**config.mk**
```make
export PLATFORM = sky130hd
export DESIGN_NAME = time_keeper
export DESIGN_NICKNAME = d
export VERILOG_FILES = /design/src/rtl/time_keeper.sv
export SDC_FILE = /design/constraint.sdc
export NUM_CORES = 1
export LEC_CHECK = 0
export ABC_AREA = 1
export CAP_MARGIN = 20
export CORE_ASPECT_RATIO = 0.75
export CORE_MARGIN = 8
export CORE_UTILIZATION = 57
export DETAILED_ROUTE_END_ITERATION = 8
export PLACE_DENSITY = 0.93
export SYNTH_ARGS = -nofsm -noshare
export SYNTH_HDL_FRONTEND = slang
export SYNTH_SLANG_ARGS = --single-unit
```
**constraint.sdc**
```tcl
create_clock -name clk -period 2.5 [get_ports clk]
set_clock_uncertainty 0.15 [all_clocks]
set_input_delay 0.5 -clock clk [delete_from_list [all_inputs] [get_ports clk]]
set_output_delay 0.5 -clock clk [all_outputs]
set_load 0.005 [all_outputs]
```
**src/rtl/time_keeper.sv**
```systemverilog
// rtl/time_keeper.sv - BCD time-of-day core with key-driven set mode
//
// Ports:
//   clk        in   system clock
//   rst        in   synchronous active-high reset
//   tick_1hz   in   one-cycle pulse per second
//   timeout    in   one-cycle pulse after key inactivity, leaves set mode
//   key[4:0]   in   one-cycle key pulses: 0 mode/next, 1 up, 2 down, 3 exit, 4 clear sec
//   hour_bcd   out  hours, two BCD digits
//   min_bcd    out  minutes, two BCD digits
//   sec_bcd    out  seconds, two BCD digits
//   pm         out  PM indicator (always 0 in the 24 h build)
//   set_mode   out  high in any SET state
//   set_field  out  edited field: 0 none, 1 hour, 2 min, 3 sec
//   field_on   out  blink enable for the edited field
//   day_pulse  out  one-cycle pulse on the midnight rollover
//
// Build option: define TIME_12H_EN for a 12 h display (12,01..11 plus pm).
module time_keeper (
   input  logic       clk,
   input  logic       rst,
   input  logic       tick_1hz,
   input  logic       timeout,
   input  logic [4:0] key,
   output logic [7:0] hour_bcd,
   output logic [7:0] min_bcd,
   output logic [7:0] sec_bcd,
   output logic       pm,
   output logic       set_mode,
   output logic [1:0] set_field,
   output logic       field_on,
   output logic       day_pulse
);

   typedef enum logic [1:0] {RUN = 2'd0, SET_H = 2'd1, SET_M = 2'd2, SET_S = 2'd3} state_t;

`ifdef TIME_12H_EN
   localparam logic [7:0] HOUR_RST = 8'h12;
`else
   localparam logic [7:0] HOUR_RST = 8'h00;
`endif

   state_t     state_q, state_d;
   logic [7:0] hour_q, hour_d, min_q, min_d, sec_q, sec_d;
   logic       pm_q, pm_d, set_mode_q, set_mode_d, field_on_q, field_on_d;
   logic       day_pulse_q, day_pulse_d;
   logic [1:0] set_field_q, set_field_d;

   // {pm, hour} after one step up / down, and whether a step up crosses midnight
   logic [8:0] hour_inc, hour_dec;
   logic       at_midnight;

   // Key priority: lowest index wins, the rest are dropped
   logic k_mode, k_up, k_dn, k_exit, k_clr;

   function automatic logic [7:0] bcd_inc(input logic [7:0] v, input logic [7:0] top);
      logic [7:0] r;
      if (v == top)              r = 8'h00;
      else if (v[3:0] == 4'd9)   r = {v[7:4] + 4'd1, 4'd0};
      else                       r = {v[7:4], v[3:0] + 4'd1};
      return r;
   endfunction

   function automatic logic [7:0] bcd_dec(input logic [7:0] v, input logic [7:0] top);
      logic [7:0] r;
      if (v == 8'h00)            r = top;
      else if (v[3:0] == 4'd0)   r = {v[7:4] - 4'd1, 4'd9};
      else                       r = {v[7:4], v[3:0] - 4'd1};
      return r;
   endfunction

   always_comb begin
`ifdef TIME_12H_EN
      // 12 is the first hour of each half; pm flips when 11 rolls into 12
      if (hour_q == 8'h12)      hour_inc = {pm_q, 8'h01};
      else if (hour_q == 8'h11) hour_inc = {~pm_q, 8'h12};
      else                      hour_inc = {pm_q, bcd_inc(hour_q, 8'h12)};
      if (hour_q == 8'h12)      hour_dec = {~pm_q, 8'h11};
      else if (hour_q == 8'h01) hour_dec = {pm_q, 8'h12};
      else                      hour_dec = {pm_q, bcd_dec(hour_q, 8'h12)};
      at_midnight = pm_q && (hour_q == 8'h11);
`else
      hour_inc    = {1'b0, bcd_inc(hour_q, 8'h23)};
      hour_dec    = {1'b0, bcd_dec(hour_q, 8'h23)};
      at_midnight = (hour_q == 8'h23);
`endif
   end

   always_comb begin
      k_mode = key[0];
      k_up   = key[1] & ~key[0];
      k_dn   = key[2] & ~|key[1:0];
      k_exit = key[3] & ~|key[2:0];
      k_clr  = key[4] & ~|key[3:0];

      state_d     = state_q;
      hour_d      = hour_q;
      min_d       = min_q;
      sec_d       = sec_q;
      pm_d        = pm_q;
      field_on_d  = field_on_q;
      day_pulse_d = 1'b0;

      if (state_q == RUN) begin
         field_on_d = 1'b1;
         // A clear in the same cycle as a tick suppresses the tick and its carries
         if (k_clr) begin
            sec_d = 8'h00;
         end else if (tick_1hz) begin
            sec_d = bcd_inc(sec_q, 8'h59);
            if (sec_q == 8'h59) begin
               min_d = bcd_inc(min_q, 8'h59);
               if (min_q == 8'h59) begin
                  {pm_d, hour_d} = hour_inc;
                  day_pulse_d    = at_midnight;
               end
            end
         end
         if (k_mode) state_d = SET_H;
      end else if (timeout) begin
         // Timeout overrides every key in this cycle
         state_d    = RUN;
         field_on_d = 1'b1;
      end else begin
         if (tick_1hz) field_on_d = ~field_on_q;
         if (k_mode) begin
            case (state_q)
               SET_H:   state_d = SET_M;
               SET_M:   state_d = SET_S;
               default: state_d = RUN;
            endcase
            field_on_d = 1'b1;
         end else if (k_exit) begin
            state_d    = RUN;
            field_on_d = 1'b1;
         end else if (k_up) begin
            case (state_q)
               SET_H:   {pm_d, hour_d} = hour_inc;
               SET_M:   min_d = bcd_inc(min_q, 8'h59);
               default: sec_d = bcd_inc(sec_q, 8'h59);
            endcase
         end else if (k_dn) begin
            case (state_q)
               SET_H:   {pm_d, hour_d} = hour_dec;
               SET_M:   min_d = bcd_dec(min_q, 8'h59);
               default: sec_d = bcd_dec(sec_q, 8'h59);
            endcase
         end else if (k_clr) begin
            sec_d = 8'h00;
         end
      end

      set_mode_d  = (state_d != RUN);
      set_field_d = state_d;
   end

   always_ff @(posedge clk) begin
      if (rst) begin
         state_q     <= RUN;
         hour_q      <= HOUR_RST;
         min_q       <= 8'h00;
         sec_q       <= 8'h00;
         pm_q        <= 1'b0;
         set_mode_q  <= 1'b0;
         set_field_q <= 2'd0;
         field_on_q  <= 1'b1;
         day_pulse_q <= 1'b0;
      end else begin
         state_q     <= state_d;
         hour_q      <= hour_d;
         min_q       <= min_d;
         sec_q       <= sec_d;
         pm_q        <= pm_d;
         set_mode_q  <= set_mode_d;
         set_field_q <= set_field_d;
         field_on_q  <= field_on_d;
         day_pulse_q <= day_pulse_d;
      end
   end

   assign hour_bcd  = hour_q;
   assign min_bcd   = min_q;
   assign sec_bcd   = sec_q;
   assign pm        = pm_q;
   assign set_mode  = set_mode_q;
   assign set_field = set_field_q;
   assign field_on  = field_on_q;
   assign day_pulse = day_pulse_q;

endmodule

```
After elaboration in Yosys (flattened, before gate mapping)
Cells that the tools add are included.

operators by class
  equal/unequal tests = 19
  shift operators = 0
  reduce and logical (&&, ||, !) cells = 30
  $mul = 0
  add/subtract/negate cells = 12
  divide/modulo/power cells = 0
  muxes and demuxes = 63
  $lt $le $gt $ge = 0
  bitwise operators = 10

operators with widths
  operator             count
  $mux 8               46
  $add 4x1->4 const B  6
  $logic_not 8->1      3
  $reduce_and 8->1     3
  $sub 4x1->4 const B  6
  $reduce_and 9->1     2
  $eq 8x7->1 const B   2
  $eq 4x4->1 const B   3
  $logic_not 4->1      3
  $reduce_bool 4->1    3
  $mux 1               11
  $mux 2               5
  $ne 2x1->1 const B   5
  $reduce_and 10->1    1
  $eq 8x6->1 const B   1
  $reduce_and 7->1     1
  $ne 3x2->1 const B   2
  $not 1->1            6
  $reduce_bool 2->1    3
  $reduce_or 6->1      1
  $ne 5x2->1 const B   1
  $reduce_or 5->1      1
  $and 1x1->1          4
  $ne 2x2->1 const B   2
  10 further kinds     13

word-level totals
  latch bits = 0
  RAM bits = 0
  output and inout bits = 30
  bits in read-only memories = 0
  memories = 0
  register bits = 30
  input port bits = 9
  logic and storage cells = 145

Depth between registers and ports, before layout
Gate-level depths: netlist of the first run.

  depth in word-level cells = 10
  gate-level depth with buffers = 12
  gate-level depth less buffers = 12

Least setup slack after synthesis of the first run
No wires, ideal clock.

  kind = register to register
  start = register sec_q[1], in the netlist sec_bcd[1]
  end = register hour_q[0], in the netlist hour_bcd[0]
  slack = 0.743 ns
  path buffers = 0
  arrival = 1.494 ns
  data required time = 2.237 ns
  cell stages (with the launch flop) = 12
  period minus slack after synthesis = 1.757 ns
  library setup time = 0.113 ns
  cell sequence = dfxtp_1 inv_1 ha_1 nand2_2 nor2_4 nand2_4 nor2_1 nand2_1 nand2_4 nand2_2 nor2_1 nor2_1

between the ends
  longest elaborated chain between the ends = 3

ends and longest elaborated chain
  what                        RTL line  text
  start, declared             44        logic [7:0] hour_q, hour_d, min_q, min_d, sec_q, sec_d;
  start signal, assigned      162       sec_q <= 8'h00;
  start signal, assigned      172       sec_q <= sec_d;
  $eq 8x7->1                  111       if (sec_q == 8'h59) begin
  $ne 2x1->1 (no line)        n/a
  $reduce_and 9->1 (no line)  n/a
  end signal, assigned        170       hour_q <= hour_d;
  end, declared               44

No other way between the ends.
A chain may end at the register's enable or synchronous reset.

Worst setup path in the final report of the first run
  start = input port key[0]
  end = register min_q[4], in the netlist min_bcd[4]

between the ends
  longest elaborated chain between the ends = 7
  elaborated cells between the ends (all ways) = 22
  those cells by class = eq/ne (3); mux (5); bitwise (5); reduce/logical (9)

ends and longest elaborated chain
  what                  RTL line  text
  start, declared       24        input logic [4:0] key,
  $not 1->1             91        k_up = key[1] & ~key[0];
  $and 1x1->1           91
  $mux 8                136       end else if (k_up) begin
  $mux 8                133       end else if (k_exit) begin
  $mux 8                126       if (k_mode) begin
  $mux 8                120       end else if (timeout) begin
  $mux 8                104       if (state_q == RUN) begin
  end signal, assigned  171       min_q <= min_d;
  end, declared         44

Several ways; a longest one is shown, not always the timed one. The select of a mux whose other input is x is not followed.

==> flow_metrics.tcl, run 1 <==
set metrics [dict create \
    wire_per_inst_microns 13.1 \
    cts_tree "done" \
    clk_latency_ps 280 \
    initial_core_util 0.575 \
    postCtsSetupRepairBufs 0 \
    gp_congestion 0.946 \
    cts_hold_buffers 0 \
    drc 0 \
    post-route-min-period_ps 2200 \
    avgSynthCellArea_sq_um 5.79 \
    regArea_sq_um 581 \
    synthArstFlopShare 0 \
    die_w_microns 96.0 \
    ys.flop_type "dfxtp_1" \
    path_max_fanout 11 \
    synth-seq-area-share 0.212 \
    max_freq_mhz 454 \
    cts.htree.levels 2 \
    final-hold-violation-count 0 \
    path_class "primary input to register" \
    power.total_mw 1.51 \
    grt_overflow_total 0 \
    post-route-util 0.684 \
    syn_to_final_growth_pct 18.9 \
    cts_buffers 5 \
    power_density_nw_per_um2 463 \
    cts-root-buf "clkbuf_8" \
    yosys_warnings 0 \
    drv_cap 0 \
    layout_setup_ws_ps 299 \
    fillCellCount 406 \
    maxSlewViolCount 0 \
    multi_input_area_sq_um 1930 \
    drt_iter0_drc 247 \
    die-area_sq_um 7300 \
    grt_pass1_vias 2819 \
    clk_pin_slew_ps 70 \
    core_sq_um 4760 \
    regToRegSetupSlack_ps 440 \
    ys_ff_latch 29 \
    first_pass_iters 8 \
    clock_path_buffers 2 \
    fp.dieH_microns 76.0 \
    port_buffers 37 \
    startpoint "key[0]" \
    yosysMostFrequentCell "nand2_1" \
    fin_tns_setup_ps 0 \
    finalSetupViolations 0 \
    period_share 0.880 \
    rsz0062_at_grt "false" \
    worstHoldPathType "register to register" \
    synth.distinct_cells 31 \
    grt_max_degree 17 \
    max_slew_margin 0.651 \
    synth_area_sq_um 2740 \
    viasPerCell 5.58 \
    p_leak_nw 1.62 \
    insertedDiodeCount 0 \
    ir_worst_vdd_mv 0.398 \
    cp_slowest_stage_delay_ps 530 \
    ctsResizeCount 0 \
    synth.cells.most_frequent "143 x nand2_1, 81 x nor2_1, 51 x nand3_1" \
    synth-edff-count 0 \
    syn_nets 503 \
    design.portCount 39 \
    antenna_found_initial 0 \
    timing.rr.start "set_field[0]$_SDFF_PP0_" \
    dp_worst_setup_slack_ps 24.4 \
    drtAntennaViolNets 0 \
    path_common_cell "nand2_1" \
    cp.arrival_ps 2230 \
    final_cell_count_no_fill 572 \
    dp_cells 565 \
    synth_area_leaders "dfxtp_1 21%, nand2_1 20%, nor2_1 11%" \
    worstMarginPinSlew_ps 524 \
    vias 3193 \
    grt_pass1_wl_microns 12400 \
    grt_use_total 0.205 \
    cpMaxStageDelayCell "clkdlybuf4s50_1" \
    start_kind "primary input" \
    hpwl_microns 5750 \
    min_from "min_bcd[6]$_SDFFE_PP0P_" \
    synth_top_area_frac 0.212 \
    finalNetCount 542 \
    path_cells "clkdlybuf4s50_1 -> inv_2 -> nand2_2 -> nand2_2 -> inv_2 -> a21oi_1 -> nand2_1 -> nor2_1 -> nand2_1 -> nand2_1 -> nor2_1" \
    row_count 22 \
    required_ps 2530 \
    status "finished, final reports clean" \
    yosysTopAreaCell "dfxtp_1" \
    cts.sinks 29 \
    drt-total-wl_microns 7520 \
    end_kind "register" \
    syn_inst 473 \
    drive_gt1_frac 0.0703 \
]
-- metal layers --
layer,vias to the layer above,GRT usage,part of all wire
li1,1585,-,-
met1,1417,0.270,0.45
met2,176,0.313,0.44
met3,15,0.0512,0.093
met4,0,0.0689,0.016
met5,-,0,0
-- worst max-delay path: cells and delay by family --
family / cells / cell delay, ps
AND/OR/NAND/NOR: 7 / 750
buffers and inverters: 3 / 810
AO/OA/AOI/OAI: 1 / 160
-- power by group --
group          switching [mW]  internal, mW
Sequential             0.0602         0.495
Clock                   0.180         0.218
Combinational           0.337         0.218
Total                   0.577         0.932
-- stage by stage --
step / hold WS [ps] / instance area [sq um]
2_1_floorplan: 351 / 2740
3_3_place_gp: 357 / 3170
3_5_place_dp: 395 / 3170
4_1_cts: 403 / 3260
5_1_grt: 440 / 3260
6_report: 402 / 3260
-- state kept, by name, summed over array words and instances, names as in the netlist --
register	cells
set_field	2
hour_bcd	8
field_on	1
set_mode	1
day_pulse	1
sec_bcd	8
min_bcd	8
-- final timing paths --
check	end	cells past startpoint
setup / recovery	min_bcd[4]$_SDFFE_PP0P_	11
hold / removal	min_bcd[6]$_SDFFE_PP0P_	2
setup reg to reg	hour_bcd[6]$_SDFFE_PP0P_	10
hold reg to reg	min_bcd[6]$_SDFFE_PP0P_	2
-- cells in the final DEF, fill, tap and decap left out, drive strengths merged --
| master | n |
|---|---|
| nor3 | 4 |
| a21oi | 14 |
| ha | 21 |
| clkdlybuf4s50 | 37 |
| nand2 | 150 |
| conb | 1 |
| buf | 4 |
| or2 | 4 |
| inv | 49 |
| xor2 | 7 |
| o21ai | 27 |
| nor4 | 1 |
| xnor2 | 3 |
| nand2b | 1 |
| nand3 | 53 |
| nand4 | 12 |
| dfxtp | 29 |
| clkbuf | 7 |
| nor2 | 86 |
| o2111ai | 1 |
| a31oi | 1 |
-- logic make-up (layout without fill, tap and decap cells) --
group,after synthesis,after routing,synth area share
buffers and inverters,58,97,0.0836
AO/OA/AOI/OAI,43,43,0.0804
flip-flops,29,29,0.212
adder cells (fa/ha/maj),21,21,0.0959
XOR/XNOR,10,10,0.0320
AND/OR/NAND/NOR,311,311,0.495
other,1,1,0.00137
-- layout make-up --
cell class | instances | share of cell area
multi-input cells | 386 | 0.593
flip-flops and latches | 29 | 0.178
repair buffers | 41 | 0.123
inverters | 49 | 0.0565
clock buffers | 7 | 0.0265
well taps | 60 | 0.0231
Note: power is estimated with default switching activity, not from simulation.
==> run 2: changes to the inputs <==
Settings changed: GPL_TIMING_DRIVEN set to 0.
==> run 2 against run 1 <==
Against the previous run:
- combinational power rose by 1%
- global-route usage fell by 0.22 points
- clock power fell by 3%
- count of clock-buffer cells in the layout fell by 1
- register-to-register slack got worse by 50 ps
==> flow_metrics.tcl, run 2 (synthesis results as in run 1) <==
set metrics [dict create \
    status "finished, final reports clean" \
    drt_iter0_drc 284 \
    row_count 22 \
    vias 3190 \
    drt-total-wl_microns 7460 \
    hold_slack_ps 405 \
    first_pass_iters 5 \
    power.total_mw 1.50 \
    grt_pass1_wl_microns 12400 \
    maxSlewViolCount 0 \
    cp.arrival_ps 2220 \
    insertedDiodeCount 0 \
    grt_overflow_total 0 \
    postCtsSetupRepairBufs 0 \
    power_density_nw_per_um2 458 \
    path_class "primary input to register" \
    start_kind "primary input" \
    drv_cap 0 \
    cp_top_family "simple AND/OR/NAND/NOR gates" \
    worstHoldPathType "register to register" \
    wire_per_inst_microns 12.9 \
    finalNetCount 547 \
    cp_slowest_stage_delay_ps 540 \
    grt_max_degree 11 \
    p_leak_nw 1.63 \
    drive_gt1_frac 0.0772 \
    final_cell_mix "143 x nand2_1, 81 x nor2_1, 51 x nand3_1, 40 x inv_1, 37 x clkdlybuf4s50_1" \
    busiest_layer "met2" \
    drc 0 \
    globalRouteMet1Util 0.283 \
    critPathBufInv 2 \
    rsz0062_at_grt "false" \
    regArea_sq_um 581 \
    cts_tree "done" \
    post-route-min-period_ps 2180 \
    path_max_fanout 6 \
    clk_latency_ps 290 \
    core_sq_um 4760 \
    path_cells "clkdlybuf4s50_1 -> nor2_2 -> nand4_1 -> nand2_1 -> inv_2 -> nand2_1 -> nand2_4 -> nand2_2 -> nand2_1 -> nand2_1 -> nor2_1" \
    cts.htree.levels 2 \
    fillCellCount 422 \
    final-hold-violation-count 0 \
    cpMaxStageDelayCell "clkdlybuf4s50_1" \
    antenna_found_initial 0 \
    die-area_sq_um 7300 \
    period_share 0.871 \
    design.portCount 39 \
    grt_pass1_vias 2787 \
    fin_tns_setup_ps 0 \
    gp_congestion 0.935 \
    grt_use_total 0.203 \
    finalSetupViolations 0 \
    path_common_cell "nand2_1" \
    cts_hold_buffers 0 \
    viasPerCell 5.52 \
    ir_worst_vdd_mv 0.374 \
    cts.sinks 29 \
    die_w_microns 96.0 \
    max_freq_mhz 459 \
    multi_input_area_sq_um 1930 \
    drtAntennaViolNets 0 \
    port_buffers 37 \
    clock_path_buffers 2 \
    syn_to_final_growth_pct 19.3 \
    use_met3 0.0423 \
    final_common_cell "nand2_1" \
    hpwl_microns 5630 \
    fp.dieH_microns 76.0 \
    ctsResizeCount 0 \
    use_met2 0.292 \
    cts-root-buf "clkbuf_8" \
    cts_buffers 5 \
    required_ps 2540 \
    end_kind "register" \
    clk_pin_slew_ps 70 \
    initial_core_util 0.575 \
]
[run 2: per-layer routing]
metal  part of all wire  up-vias  wire length [microns]
met5                  0        -                      0
met4              0.015        0                    112
met3              0.088       11                    658
met2               0.43      155                   3230
met1               0.46     1427                   3460
li1                   -     1597                      -
[run 2: cell type report]
type | count | area share
Multi-Input combinational cell | 386 | 0.591
Sequential cell | 29 | 0.178
Timing Repair Buffer | 37 | 0.113
Inverter | 49 | 0.0563
Tap cell | 60 | 0.0230
Clock buffer | 6 | 0.0222
Buffer | 9 | 0.0138
Clock inverter | 2 | 0.00306
[run 2: report_power, final]
group	leakage (nW)	internal, mW	switching, mW	total, mW
Combinational	1.35	0.220	0.343	0.563
Sequential	0.236	0.495	0.0525	0.548
Clock	0.0450	0.192	0.194	0.386
[run 2: final timing paths]
path                                 from                        to  slack, ps  cells past startpoint
hold / removal    min_bcd[6]$_SDFFE_PP0P_   min_bcd[6]$_SDFFE_PP0P_        410                      2
setup reg to reg  set_field[1]$_SDFF_PP0_  hour_bcd[0]$_SDFFE_PP0P_        390                     10
hold reg to reg   min_bcd[6]$_SDFFE_PP0P_   min_bcd[6]$_SDFFE_PP0P_        410                      2
setup / recovery                   key[0]  hour_bcd[0]$_SDFFE_PP0P_        320                     11
[run 2: metrics by stage]
| step | instance area, sq um | utilization | setup slack [ps] | cells |
|---|---|---|---|---|
| floorplan | 2740 | - | 743 | 473 |
| global placement | 3180 | 0.669 | 126 | 570 |
| detailed placement | 3180 | 0.669 | 51.5 | 570 |
| CTS | 3270 | 0.686 | 362 | 578 |
| global route | 3270 | 0.686 | 142 | 578 |
| finish | 3270 | 0.686 | 322 | 578 |
[run 2: worst reg2reg max path, delay by kind of cell, from the launching register on]
kind | cells | cell delay, ps
buffers and inverters | 3 | 610
AND/OR/NAND/NOR | 6 | 650
flip-flops | 1 | 390
adder cells (fa/ha/maj) | 1 | 250
